$ cat src/rtl/bcp_pkg.sv
// Shared types and constants for the BCP unit-clause-queue slice.
package bcp_pkg;

    localparam int LIT_IDX_MAX = 31;
    localparam int LIT_W       = $clog2(LIT_IDX_MAX) + 1;
    localparam int CLA_LENGTH  = 3;

    // Signed literal: sign is polarity, magnitude is the variable index.
    typedef logic signed [LIT_W-1:0] lit_t;

    typedef enum logic [1:0] {
        IDLE  = 2'd0,
        PROP  = 2'd1,
        CONFL = 2'd2,
        CLEAR = 2'd3
    } ucq_state_t;

    // Variable index of a literal, computed wide so the most negative
    // literal does not overflow.
    function automatic int unsigned lit_mag(input lit_t lit);
        int v;
        v = int'(lit);
        if (v < 0) begin
            v = -v;
        end
        return unsigned'(v);
    endfunction

endpackage

$ cat src/rtl/ucq_fifo.sv
// First-word-fall-through FIFO holding literals waiting for the PE.
module ucq_fifo #(
    parameter int  DEPTH = 16,
    parameter type lit_t = logic [7:0]
) (
    input  logic clk,
    input  logic rst_n,
    input  logic push,
    input  lit_t push_data,
    input  logic pop,
    input  logic flush,
    output logic full,
    output logic empty,
    output lit_t head
);

    localparam int PTR_W = $clog2(DEPTH);
    localparam int CNT_W = PTR_W + 1;

    logic [PTR_W-1:0] wr_ptr_q, wr_ptr_d;
    logic [PTR_W-1:0] rd_ptr_q, rd_ptr_d;
    logic [CNT_W-1:0] count_q, count_d;
    lit_t             mem_q [DEPTH];
    lit_t             mem_d [DEPTH];
    logic             do_push;
    logic             do_pop;

    assign full  = (count_q == CNT_W'(DEPTH));
    assign empty = (count_q == '0);
    assign head  = empty ? '0 : mem_q[rd_ptr_q];

    // Next pointer/count/storage; flush wins over any push or pop.
    always_comb begin
        wr_ptr_d = wr_ptr_q;
        rd_ptr_d = rd_ptr_q;
        count_d  = count_q;
        mem_d    = mem_q;
        do_push  = push && !full;
        do_pop   = pop && !empty;
        if (flush) begin
            wr_ptr_d = '0;
            rd_ptr_d = '0;
            count_d  = '0;
        end else begin
            if (do_push) begin
                mem_d[wr_ptr_q] = push_data;
                wr_ptr_d        = wr_ptr_q + PTR_W'(1);
            end
            if (do_pop) begin
                rd_ptr_d = rd_ptr_q + PTR_W'(1);
            end
            if (do_push && !do_pop) begin
                count_d = count_q + CNT_W'(1);
            end else if (do_pop && !do_push) begin
                count_d = count_q - CNT_W'(1);
            end
        end
    end

    // Pointer and occupancy registers.
    always_ff @(posedge clk) begin
        if (!rst_n) begin
            wr_ptr_q <= '0;
            rd_ptr_q <= '0;
            count_q  <= '0;
        end else begin
            wr_ptr_q <= wr_ptr_d;
            rd_ptr_q <= rd_ptr_d;
            count_q  <= count_d;
        end
    end

    // Storage array; contents are only visible while count is non-zero.
    always_ff @(posedge clk) begin
        mem_q <= mem_d;
    end

endmodule

$ cat src/rtl/bcp_ucq_ctrl.sv
// Unit-clause queue controller: filters decisions/implications against the
// assignment bitmaps, feeds the PE through a FIFO and tracks conflicts.
module bcp_ucq_ctrl
    import bcp_pkg::*;
#(
    parameter int DEPTH       = 16,
    parameter int LIT_IDX_MAX = bcp_pkg::LIT_IDX_MAX
) (
    input  logic       clk,
    input  logic       rst_n,
    input  logic       dec_valid,
    input  lit_t       dec_lit,
    output logic       dec_ready,
    input  logic       imply_valid,
    input  lit_t       imply_lit,
    input  logic       pe_conflict,
    input  logic       pe_idle,
    output logic       ucq_full,
    output logic       ucq_empty,
    input  logic       ucq_pop,
    output lit_t       lit_out,
    input  logic       backtrack,
    output logic       conflict,
    output ucq_state_t state
);

    localparam int IDX_W = $clog2(LIT_IDX_MAX + 1);

    ucq_state_t             state_q, state_d;
    logic                   conflict_q, conflict_d;
    logic [LIT_IDX_MAX:1]   assigned_q, assigned_d;
    logic [LIT_IDX_MAX:1]   polarity_q, polarity_d;

    logic                   fifo_push;
    logic                   fifo_pop;
    logic                   fifo_flush;
    logic                   fifo_full;
    logic                   fifo_empty;
    lit_t                   fifo_head;

    logic                   cand_valid;
    lit_t                   cand_lit;
    int unsigned            cand_mag;
    logic                   cand_in_range;
    logic [IDX_W-1:0]       cand_idx;
    logic                   cand_pos;
    logic                   lit_conflict;

    ucq_fifo #(
        .DEPTH (DEPTH),
        .lit_t (lit_t)
    ) u_fifo (
        .clk       (clk),
        .rst_n     (rst_n),
        .push      (fifo_push),
        .push_data (cand_lit),
        .pop       (fifo_pop),
        .flush     (fifo_flush),
        .full      (fifo_full),
        .empty     (fifo_empty),
        .head      (fifo_head)
    );

    // The queue looks empty while held in reset, in conflict and while clearing.
    assign ucq_empty = !rst_n || fifo_empty || (state_q == CONFL) || (state_q == CLEAR);
    assign ucq_full  = rst_n && fifo_full;
    assign lit_out   = ucq_empty ? '0 : fifo_head;
    assign dec_ready = rst_n && (state_q == IDLE) && dec_valid && !backtrack;
    assign conflict  = conflict_q;
    assign state     = state_q;

    // Literal filtering, bitmap update, FIFO control and next-state selection.
    always_comb begin
        state_d       = state_q;
        conflict_d    = conflict_q;
        assigned_d    = assigned_q;
        polarity_d    = polarity_q;
        fifo_push     = 1'b0;
        fifo_pop      = 1'b0;
        fifo_flush    = 1'b0;
        lit_conflict  = 1'b0;
        cand_valid    = 1'b0;
        cand_lit      = '0;

        case (state_q)
            IDLE: begin
                cand_valid = dec_valid;
                cand_lit   = dec_lit;
            end
            PROP: begin
                cand_valid = imply_valid && !fifo_full;
                cand_lit   = imply_lit;
            end
            default: ;
        endcase

        cand_mag      = lit_mag(cand_lit);
        cand_in_range = (cand_mag >= 1) && (cand_mag <= LIT_IDX_MAX);
        cand_idx      = cand_mag[IDX_W-1:0];
        cand_pos      = !cand_lit[$bits(lit_t)-1];

        if (backtrack) begin
            fifo_flush = 1'b1;
            state_d    = CLEAR;
        end else begin
            case (state_q)
                IDLE, PROP: begin
                    fifo_pop = ucq_pop;
                    if (cand_valid && cand_in_range) begin
                        if (!assigned_q[cand_idx]) begin
                            assigned_d[cand_idx] = 1'b1;
                            polarity_d[cand_idx] = cand_pos;
                            fifo_push            = 1'b1;
                        end else if (polarity_q[cand_idx] != cand_pos) begin
                            lit_conflict = 1'b1;
                        end
                    end
                    if (lit_conflict || ((state_q == PROP) && pe_conflict)) begin
                        fifo_push  = 1'b0;
                        fifo_pop   = 1'b0;
                        fifo_flush = 1'b1;
                        conflict_d = 1'b1;
                        state_d    = CONFL;
                    end else if (state_q == IDLE) begin
                        if (cand_valid && cand_in_range) begin
                            state_d = PROP;
                        end
                    end else if (fifo_empty && pe_idle && !imply_valid) begin
                        state_d = IDLE;
                    end
                end
                CONFL: begin
                    fifo_flush = 1'b1;
                end
                CLEAR: begin
                    fifo_flush = 1'b1;
                    assigned_d = '0;
                    polarity_d = '0;
                    conflict_d = 1'b0;
                    state_d    = IDLE;
                end
                default: begin
                    state_d = IDLE;
                end
            endcase
        end
    end

    // FSM state, sticky conflict flag and assignment bitmaps.
    always_ff @(posedge clk) begin
        if (!rst_n) begin
            state_q    <= IDLE;
            conflict_q <= 1'b0;
            assigned_q <= '0;
            polarity_q <= '0;
        end else begin
            state_q    <= state_d;
            conflict_q <= conflict_d;
            assigned_q <= assigned_d;
            polarity_q <= polarity_d;
        end
    end

endmodule

$ cat config.mk
export PLATFORM = sky130hd
export DESIGN_NAME = bcp_ucq_ctrl
export DESIGN_NICKNAME = d
export VERILOG_FILES = /design/src/rtl/bcp_pkg.sv /design/src/rtl/ucq_fifo.sv /design/src/rtl/bcp_ucq_ctrl.sv
export SDC_FILE = /design/constraint.sdc
export NUM_CORES = 1
export LEC_CHECK = 0
export BUFFER_PORTS_ARGS = -buffer_cell sky130_fd_sc_hd__buf_2
export CORE_ASPECT_RATIO = 1.1
export CORE_MARGIN = 5
export CORE_UTILIZATION = 35
export CTS_CLUSTER_SIZE = 16
export DETAILED_ROUTE_END_ITERATION = 16
export PLACE_DENSITY_LB_ADDON = 0.15
export SYNTH_ARGS = -nofsm -noshare
export SYNTH_HDL_FRONTEND = slang
export SYNTH_SLANG_ARGS = --single-unit
$ cat constraint.sdc
create_clock -name clk -period 5.4 [get_ports clk]
set_input_delay 0.27 -clock clk [delete_from_list [all_inputs] [get_ports clk]]
set_output_delay 0.27 -clock clk [all_outputs]
set_load 0.005 [all_outputs]
==> reports/metrics.yaml, run 1 <==
run_status: "finished clean"
timing.final.max_slew_violations: 0
cp_startpoint_kind: "register"
initial_utilization_pct: 35.7
placed_cells_incl_taps: 954
power_density_cells_nw_per_um2: 362
grt_first_pass_wirelength_um: 30500
routed_via_density: 5.22
initial_antenna_violation_count: 0
hold_class: "input pin to register"
rows: 58
max_clock_freq_ghz: 0.199
final.setup.tns_ns: 0
seq_total_area_yosys_pct: 54.1
final.setup.worst_slack_ns: 0.382
total_switching_power_uw: 1070
cts_repair_resize_count: 0
cts_inserted_buffers: 17
largest_driver_fanout_on_the_critical_path: 14
drt_pass1_iterations: 4
rsz_0062_raised_after_global_routing: "no"
clock-root-buffer: "sky130_fd_sc_hd__clkbuf_16"
clk_pin_slew_ns: 0.08
path_delay_family: "simple AND/OR/NAND/NOR gates"
postSynthRegisterBits: 174
worst_skew_pair.late_latency_ns: 0.43
total_of_buffers_placed_on_input_and_output_ports: 31
maxCapViolations: 0
crit_path_cell_trace: "mux2i_4, or2_4, ha_1, nor4b_1, or2_2, mux4_2, mux2_2, o2bb2ai_1, a221oi_2, xnor2_2, a211o_1, ha_1, inv_1, ha_1, a21o_1, a21oi_1, xnor2_1, nor2_1, xnor2_1, a211oi_2"
critPathArrivalTime_ns: 5.31
grt_start_max_net_pins: 52
die_area_um2: 26600
postCtsSetupRepairBufs: 0
die_h_um: 171
clock_path_buffers: 2
internal_power_uw: 2290
finish.cell_count_without_fillers: 986
post_synth.cell_area_avg_um2: 12.7
syn-cell-area_um2: 8220
io_pins: 32
wire_per_inst_um: 19.4
worstPathRequired_ns: 5.69
design.core.area_um2: 23000
finalWeightedCongestion: 0.829
final_area_um2: 9290
share_comb_of_total_power_pct: 19.6
clock_power_share_pct: 36.9
timing.setup.critical_path_class: "register to register"
final.fill_count: 2167
power.switching_fraction_pct: 32.0
critical_path.max_stage_delay_ns: 0.44
async_reset_ff_share_pct: 0
floorplan.die.width_um: 156
period_needed_ns: 5.02
vias: 5143
first_global_vias: 5330
wl_um: 19100
clock_sinks: 174
grt_usage_pct: 14.9
final_hold_viol_count: 0
worstMarginPinSlew_ns: 0.981
setup_viol: 0
grt_overflow_total: 0
num_antenna_cells: 0
ys_dominant_reg_cell: "sky130_fd_sc_hd__edfxtp_1"
slew_headroom_pct: 34.6
dpl.hpwl_um: 13300
placed_cell_area_um2: 8680
preCtsSetupSlack_ns: 0.208
cpMaxStageDelayCell: "sky130_fd_sc_hd__nor4b_1"
syn_nets: 679
tritoncts_clock_tree: "done"
synth_cell_type_count: 69
timing.critical_path.to_type: "register"
synth_enable_flop_cells: 96
h-tree-depth: 4
syn_inst: 646
layout-area-overhead-vs-synth_pct: 13.1
peakVddDrop_mv: 0.201
power.share.sequential_pct: 43.5
drc: 0
timing.clock.skew_ns: 0.0109
layout-drive-gt1-share_pct: 24.5
synth.yosys.warnings: 0
post_cts_hold_buffer_count: 0
final_net_count: 706
utilization_pct: 40.4
total_buffers_and_inverters_traversed_by_the_critical_path: 1
detail_route.iter0.violations: 298
cpMostUsedCell: "sky130_fd_sc_hd__ha_1"
period_share_pct: 92.9
total_leakage_power_uw: 0.00315
final_antenna_net_count: 0
## cell usage after synthesis (17+ instances only)
cell / instances / area share [%]
sky130_fd_sc_hd__dfxtp_1: 78 / 19
sky130_fd_sc_hd__inv_1: 24 / 1.1
sky130_fd_sc_hd__clkbuf_1: 22 / 1.0
sky130_fd_sc_hd__edfxtp_1: 96 / 35
sky130_fd_sc_hd__nor2_1: 27 / 1.2
sky130_fd_sc_hd__a21oi_1: 23 / 1.4
sky130_fd_sc_hd__nand2_1: 56 / 2.6
sky130_fd_sc_hd__mux2i_1: 49 / 6.0
sky130_fd_sc_hd__and3_1: 17 / 1.3
sky130_fd_sc_hd__mux4_2: 37 / 10
sky130_fd_sc_hd__o21a_1: 24 / 2.2
## final timing paths
| kind | start | slack (ns) | cells past startpoint | end |
|---|---|---|---|---|
| max | state[0] | 0.38 | 20 | u_fifo.count_q[4] |
| min | ucq_pop | 0.21 | 4 | u_fifo.rd_ptr_q[1] |
| max reg2reg | state[0] | 0.38 | 20 | u_fifo.count_q[4] |
| min reg2reg | assigned_q[29] | 0.45 | 2 | assigned_q[29] |
## flip-flops by register name, indices dropped and copies added, names as in the netlist
name and cells:
conflict 1, u_fifo.wr_ptr_q 4, u_fifo.rd_ptr_q 4, u_fifo.mem_q 96
assigned_q 31, state 2, polarity_q 31, u_fifo.count_q 5
## power by group through the flow
stage          clock, uW  sequential (uW)  combinational, uW
2_1_floorplan          0             1480                491
4_1_cts             1270             1460                664
3_5_place_dp           0             1490                661
3_3_place_gp           0             1490                648
5_1_grt             1330             1470                720
6_report            1240             1460                658
## cell usage in the layout (no fill, tap or decap), drive strengths merged, types with 3 or more instances in the layout
cell and instances:
nor2 28, or3 3, or4 4, and3 17, nand3 10, o21a 24, xor2 6, ha 12
edfxtp 96, a211oi 14, mux2i 50, nor3b 3, nand4 3, or2 10, o21ai 15, buf 46
nor2b 12, nor3 21, mux4 37, nand2b 8, and2 6, dfxtp 78, clkinv 7, xnor2 6
inv 33, a21oi 24, a31o 3, clkbuf 17, nand2 57, a221oi 4
## cell type report
class	instances	area, um2	area share [%]
Timing Repair Buffer	46	268	2.88
Clock inverter	15	185	1.99
Multi-Input combinational cell	408	3490	37.6
Inverter	26	100	1.08
Tap cell	300	375	4.04
Sequential cell	174	4450	47.9
Clock buffer	17	425	4.58
## cell families (layout without fill, tap and decap cells)
group / after synthesis / in the layout / share of synthesized area [%]
flops: 174 / 174 / 54.1
mux: 89 / 89 / 16.7
fa+ha+maj: 13 / 13 / 2.07
compound gates: 108 / 108 / 10.2
xor+xnor: 12 / 12 / 1.37
simple gates: 186 / 186 / 12.2
buf+inv: 64 / 104 / 3.44
## worst register-to-register path, cell delays in order, from the launching register on
cell,delay [ns]
sky130_fd_sc_hd__dfxtp_2,0.38
sky130_fd_sc_hd__mux2i_4,0.22
sky130_fd_sc_hd__or2_4,0.32
sky130_fd_sc_hd__ha_1,0.26
sky130_fd_sc_hd__nor4b_1,0.44
sky130_fd_sc_hd__or2_2,0.38
sky130_fd_sc_hd__mux4_2,0.35
sky130_fd_sc_hd__mux2_2,0.28
sky130_fd_sc_hd__o2bb2ai_1,0.24
sky130_fd_sc_hd__a221oi_2,0.10
sky130_fd_sc_hd__xnor2_2,0.18
sky130_fd_sc_hd__a211o_1,0.29
sky130_fd_sc_hd__ha_1,0.25
sky130_fd_sc_hd__inv_1,0.12
sky130_fd_sc_hd__ha_1,0.27
sky130_fd_sc_hd__a21o_1,0.19
sky130_fd_sc_hd__a21oi_1,0.17
sky130_fd_sc_hd__xnor2_1,0.14
sky130_fd_sc_hd__nor2_1,0.07
sky130_fd_sc_hd__xnor2_1,0.19
sky130_fd_sc_hd__a211oi_2,0.05
## stage by stage
step	total power, uW	hold WS (ns)
after floorplan	1970	0.422
after CTS	3400	0.195
after detailed placement	2160	0.439
after global placement	2140	0.434
final	3360	0.214
after global routing	3520	0.219
## layer usage
| metal | global-route usage [%] | wire length [um] |
|---|---|---|
| met1 | 18.4 | 8200 |
| met2 | 26.2 | 10100 |
| met3 | 3.21 | 556 |
| met4 | 4.15 | 235 |
| met5 | 0 | 0 |
No activity file was read; power rests on OpenSTA's default activity.
==> run 2: changes to the inputs <==
ABC_AREA = 1   (was unset)
==> run 2 against run 1 <==
Against the previous run: area after synthesis is 2.0% higher; worst hold slack worse by 0.025 ns; routed wire length is 14% higher; sequential cell count stayed put.
==> reports/metrics.yaml, run 2 <==
worst_r2r_startpoint: "state[0]"
cells_on_worst_reg2reg_path: 27
max_clock_freq_ghz: 0.207
post-synth-top-area-fraction_pct: 34.4
vias: 6454
dpl.hpwl_um: 14400
die_area_um2: 27100
routed_via_density: 4.92
critical_path.max_stage_delay_ns: 0.57
synth_area_leaders: "sky130_fd_sc_hd__edfxtp_1 (34%), sky130_fd_sc_hd__dfxtp_1 (19%), sky130_fd_sc_hd__nand2_1 (11%)"
clock-root-buffer: "sky130_fd_sc_hd__clkbuf_16"
synthMuxAreaShare_pct: 2.87
grt_first_pass_wirelength_um: 34800
total_buffers_and_inverters_traversed_by_the_critical_path: 4
synth_compound_gate_area_share_pct: 13.9
postCtsSetupRepairBufs: 0
drt_pass1_iterations: 7
drc: 0
fraction_of_synthesized_cell_area_in_xor_and_xnor_cells_pct: 0.836
final_hold_viol_count: 0
maxCapViolations: 0
cp_startpoint_kind: "register"
finish.cell_count_without_fillers: 1311
worst_skew_pair.late_latency_ns: 0.44
clock_sinks: 174
largest_driver_fanout_on_the_critical_path: 14
r2r-end: "u_fifo.count_q[4]"
peakVddDrop_mv: 0.229
setup_viol: 0
period_needed_ns: 4.84
fin_hold_ws_ns: 0.190
die_h_um: 172
worstMarginPinSlew_ns: 1.07
grt_overflow_total: 0
hold_class: "input pin to register"
clk_pin_slew_ns: 0.09
run_status: "finished clean"
clock_path_buffers: 2
rows: 59
synth_cell_type_count: 39
power_density_cells_nw_per_um2: 337
post_synth_and_or_nand_nor_area_fraction_pct: 19.7
layout-area-overhead-vs-synth_pct: 12.2
async_reset_ff_share_pct: 0
final_antenna_net_count: 0
most_flop_heavy_register: "u_fifo.mem_q"
cell_type_with_the_largest_total_area_after_synthesis: "sky130_fd_sc_hd__edfxtp_1"
total_of_buffers_placed_on_input_and_output_ports: 31
cpMostUsedCell: "sky130_fd_sc_hd__nand2_1"
cpMaxStageDelayCell: "sky130_fd_sc_hd__dfxtp_1"
hp-start: "pe_conflict"
ys_dominant_reg_cell: "sky130_fd_sc_hd__edfxtp_1"
capture_endpoint_of_the_worst_hold_path: "state[0]"
cts_inserted_buffers: 17
leading_cell_types_in_the_layout_fill_and_taps_excluded: "sky130_fd_sc_hd__nand2_1 (236), sky130_fd_sc_hd__inv_1 (115), sky130_fd_sc_hd__edfxtp_1 (96), sky130_fd_sc_hd__a21oi_1 (94), sky130_fd_sc_hd__o21ai_0 (84)"
syn_nets: 1007
utilization_pct: 39.8
synth.yosys.warnings: 0
cts_repair_resize_count: 0
post_cts_hold_buffer_count: 0
synth_adder_area_share_pct: 2.03
floorplan.die.width_um: 158
yosysMostFrequentCell: "sky130_fd_sc_hd__nand2_1"
post_synth.cell_area_avg_um2: 8.60
grt_start_max_net_pins: 61
tritoncts_clock_tree: "done"
path_delay_family: "simple AND/OR/NAND/NOR gates"
timing.setup.critical_path_class: "register to register"
slew_headroom_pct: 28.9
finalWeightedCongestion: 0.851
wl_um: 21800
placed_cell_area_um2: 8810
final_area_um2: 9400
grt_usage_pct: 16.5
layout_commonest_cell: "sky130_fd_sc_hd__nand2_1"
wire_per_inst_um: 16.6
timing.clock.skew_ns: 0.0212
layout-drive-gt1-share_pct: 11.4
min_delay_path_depth: 4
period_share_pct: 89.6
final.setup.tns_ns: 0
critPathArrivalTime_ns: 5.14
initial_antenna_violation_count: 0
seq_total_area_yosys_pct: 53.0
first_global_vias: 6328
syn_inst: 974
initial_utilization_pct: 35.5
io_pins: 32
placed_cells_incl_taps: 1279
h-tree-depth: 4
timing.final.max_slew_violations: 0
final_net_count: 1026
synth_common_cells: "sky130_fd_sc_hd__nand2_1 (236), sky130_fd_sc_hd__inv_1 (115), sky130_fd_sc_hd__edfxtp_1 (96), sky130_fd_sc_hd__a21oi_1 (94), sky130_fd_sc_hd__o21ai_0 (84)"
design.core.area_um2: 23600
largest_registers: "u_fifo.mem_q: 96 flops, assigned_q: 31 flops, polarity_q: 31 flops"
rsz_0062_raised_after_global_routing: "no"
final.fill_count: 2450
largest_reg_flops: 96
synth_enable_flop_cells: 96
syn-cell-area_um2: 8380
worstPathRequired_ns: 5.71
postSynthRegisterBits: 174
total_leakage_power_uw: 0.00350
rrSetupSlack_ns: 0.56
detail_route.iter0.violations: 359
num_antenna_cells: 0
timing.critical_path.to_type: "register"
largest_family_of_logic_cells_by_synthesized_area: "simple AND/OR/NAND/NOR gates"
==> run 2: layout make-up <==
class / instances / area (um2) / share of cell area, %
repair buffers: 41 / 230 / 2.45
clock inverters: 15 / 163 / 1.73
clock buffers: 17 / 425 / 4.53
multi-input cells: 639 / 3300 / 35.1
well taps: 305 / 382 / 4.06
flip-flops and latches: 174 / 4450 / 47.3
inverters: 120 / 455 / 4.84
==> run 2: layer usage <==
layer | GRT usage (%) | wire length [um] | share of wire (%) | vias up
met4 | 3.37 | 193 | 0.89 | 0
met3 | 2.65 | 703 | 3.2 | 18
met5 | 0 | 0 | 0 | -
li1 | - | - | - | 3276
met2 | 29.5 | 11100 | 51 | 94
met1 | 21.3 | 9770 | 45 | 3066
==> run 2: cells by family (layout without fill, tap and decap cells) <==
family,count (synthesis),count (layout)
buffers and inverters,161,193
adders and majority gates,13,13
AOI/OAI and AO/OA,214,214
DFF,174,174
and+or+nand+nor,380,380
xor gates and xnor gates,8,8
muxes,24,24
==> run 2: where the power goes <==
| part | switching (uW) | internal [uW] | total (uW) |
|---|---|---|---|
| combinational | 355 | 129 | 485 |
| clock | 616 | 624 | 1240 |
| sequential | 13.5 | 1430 | 1450 |
| total | 985 | 2180 | 3170 |
==> run 2: tightest hold or removal path: stages <==
cell,delay [ns]
sky130_fd_sc_hd__buf_2,0.08
sky130_fd_sc_hd__inv_1,0.05
sky130_fd_sc_hd__nand4_1,0.08
sky130_fd_sc_hd__a31oi_1,0.09
==> run 2: per-stage QoR <==
| step | setup WS (ns) | power (uW) |
|---|---|---|
| after floorplan | 1.40 | 1820 |
| after global placement | 0.722 | 1960 |
| after detailed placement | 0.545 | 1970 |
| after CTS | 0.539 | 3200 |
| after global routing | 0.0888 | 3310 |
| final | 0.563 | 3170 |
==> run 2: worst max-delay path by stage <==
stage / from / end / slack (ns) / depth (start not counted)
floorplan: state[0] / u_fifo.count_q[4] / 1.40 / 29
global placement: state[0] / u_fifo.count_q[4] / 0.72 / 27
detailed placement: state[0] / u_fifo.count_q[4] / 0.55 / 27
CTS: state[0] / u_fifo.count_q[4] / 0.54 / 27
global route: state[0] / u_fifo.count_q[4] / 0.09 / 28
finish: state[0] / u_fifo.count_q[4] / 0.56 / 27
==> run 3: changes to the inputs <==
RECOVER_POWER = 50   (was unset)
==> run 3 against run 2 <==
Against the previous run: the flow now finishes with violations (capacitance limit, slew limit); via count fell by 0.15%; sequential cell count did not move; non-clock buffer count did not move; sequential share of layout area is 0.30 points higher; critical path depth stayed put; count of clock-buffer cells in the layout unchanged; die area is the same; worst hold slack better by 0.0067 ns; routed wire length grew 0.15%; critical path type unchanged; cell count unchanged.
==> reports/metrics.yaml, run 3 (same netlist as run 2, synthesis figures left out) <==
run_status: "complete, but fails checks"
failed_checks: "capacitance limit, slew limit"
path_delay_family: "simple AND/OR/NAND/NOR gates"
die_area_um2: 27100
worstPathRequired_ns: 5.71
total_of_buffers_placed_on_input_and_output_ports: 31
clk_pin_slew_ns: 0.08
area.sequential_um2: 4440
cts_repair_resize_count: 0
period_share_pct: 89.3
power_density_cells_nw_per_um2: 338
die_h_um: 172
postCtsSetupRepairBufs: 0
timing.clock.skew_ns: 0.0177
clock-root-buffer: "sky130_fd_sc_hd__clkbuf_16"
timing.critical_path.to_type: "register"
timing.final.max_slew_violations: 51
clock_sinks: 174
grt_usage_pct: 16.5
layout_commonest_cell: "sky130_fd_sc_hd__nand2_1"
drt_pass1_iterations: 7
initial_antenna_violation_count: 0
timing.setup.critical_path_class: "register to register"
grt_start_max_net_pins: 61
layout-area-overhead-vs-synth_pct: 11.4
vias: 6444
multi_input_comb_area_um2: 3250
worstMarginPinSlew_ns: 1.97
period_needed_ns: 4.82
max_clock_freq_ghz: 0.207
placed_cells_incl_taps: 1279
final_hold_viol_count: 0
dpl.hpwl_um: 14400
rows: 59
io_pins: 32
largest_driver_fanout_on_the_critical_path: 14
number_of_cells_on_the_critical_path: 27
design.core.area_um2: 23600
final_antenna_net_count: 0
first_global_vias: 6328
post_cts_hold_buffer_count: 0
rrSetupSlack_ns: 0.58
h-tree-depth: 4
total_leakage_power_uw: 0.00346
worst_skew_pair.late_latency_ns: 0.44
leading_cell_types_in_the_layout_fill_and_taps_excluded: "sky130_fd_sc_hd__nand2_1 (238), sky130_fd_sc_hd__inv_1 (115), sky130_fd_sc_hd__edfxtp_1 (96), sky130_fd_sc_hd__a21oi_1 (94), sky130_fd_sc_hd__o21ai_0 (84)"
total_buffers_and_inverters_traversed_by_the_critical_path: 4
wl_um: 21800
drc: 0
detail_route.iter0.violations: 370
final_net_count: 1026
preCtsSetupSlack_ns: 0.545
cpMaxStageDelayCell: "sky130_fd_sc_hd__dfxtp_1"
worst_r2r_startpoint: "state[0]"
routed_via_density: 4.92
utilization_pct: 39.5
rsz_0062_raised_after_global_routing: "no"
largest_registers: "u_fifo.mem_q: 96 flops, assigned_q: 31 flops, polarity_q: 31 flops"
grt_first_pass_wirelength_um: 34800
layout-drive-gt1-share_pct: 9.74
critPathArrivalTime_ns: 5.13
peakVddDrop_mv: 0.229
tritoncts_clock_tree: "done"
most_flop_heavy_register: "u_fifo.mem_q"
largest_reg_flops: 96
grt_overflow_total: 0
clock_path_buffers: 2
cpMostUsedCell: "sky130_fd_sc_hd__nand2_1"
cts_inserted_buffers: 17
cells_on_worst_reg2reg_path: 27
initial_utilization_pct: 35.5
crit_path_start: "state[0]"
final.setup.tns_ns: 0
maxCapViolations: 1
num_antenna_cells: 0
slew_headroom_pct: -31.8
finish.cell_count_without_fillers: 1311
setup_viol: 0
final.setup.worst_slack_ns: 0.578
endpoint: "u_fifo.count_q[4]"
hold_class: "input pin to register"
cp_startpoint_kind: "register"
floorplan.die.width_um: 158
finalWeightedCongestion: 0.851
critical_path.max_stage_delay_ns: 0.57
wire_per_inst_um: 16.6
final.fill_count: 2453
r2r-end: "u_fifo.count_q[4]"
-- run 3: per-layer routing --
metal / vias up / part of all wire [%] / routed length, um / GRT usage, %
met4: 0 / 0.81 / 176 / 3.37
met5: - / 0 / 0 / 0
met1: 3083 / 46 / 9980 / 21.3
met2: 70 / 51 / 11000 / 29.5
met3: 16 / 2.7 / 590 / 2.65
li1: 3275 / - / - / -
-- run 3: power by group --
part           total, uW  switching [uW]  internal (uW)
combinational        474             348            126
clock               1240             615            624
sequential          1450            13.2           1430
total               3160             976           2180
-- run 3: layout make-up --
| cell class | instances | share of cell area, % |
|---|---|---|
| clock inverters | 15 | 1.74 |
| flip-flops and latches | 174 | 47.6 |
| inverters | 120 | 4.88 |
| clock buffers | 17 | 4.56 |
| multi-input cells | 639 | 34.8 |
| well taps | 305 | 4.09 |
| repair buffers | 41 | 2.32 |
-- run 3: worst min-delay path by stage --
stage                         startpoint        endpoint  slack (ns)  depth (start not counted)
after floorplan           assigned_q[11]  assigned_q[11]        0.43                          2
after global placement     assigned_q[4]   assigned_q[4]        0.44                          2
after detailed placement   assigned_q[9]   assigned_q[9]        0.44                          2
after CTS                    pe_conflict        state[0]        0.18                          4
after global routing         pe_conflict        state[0]        0.20                          4
final                        pe_conflict        state[0]        0.20                          4
-- run 3: per-stage QoR --
stage / area, um2 / power (uW) / hold slack, ns
after CTS: 9400 / 3200 / 0.179
after detailed placement: 8810 / 1970 / 0.443
after global placement: 8810 / 1960 / 0.437
final: 9340 / 3160 / 0.196
after global routing: 9340 / 3300 / 0.198
after floorplan: 8380 / 1820 / 0.430
-- run 3: worst min-delay path, stage by stage --
cell,delay (ns)
sky130_fd_sc_hd__buf_2,0.08
sky130_fd_sc_hd__inv_1,0.05
sky130_fd_sc_hd__nand4_1,0.08
sky130_fd_sc_hd__a31oi_1,0.09
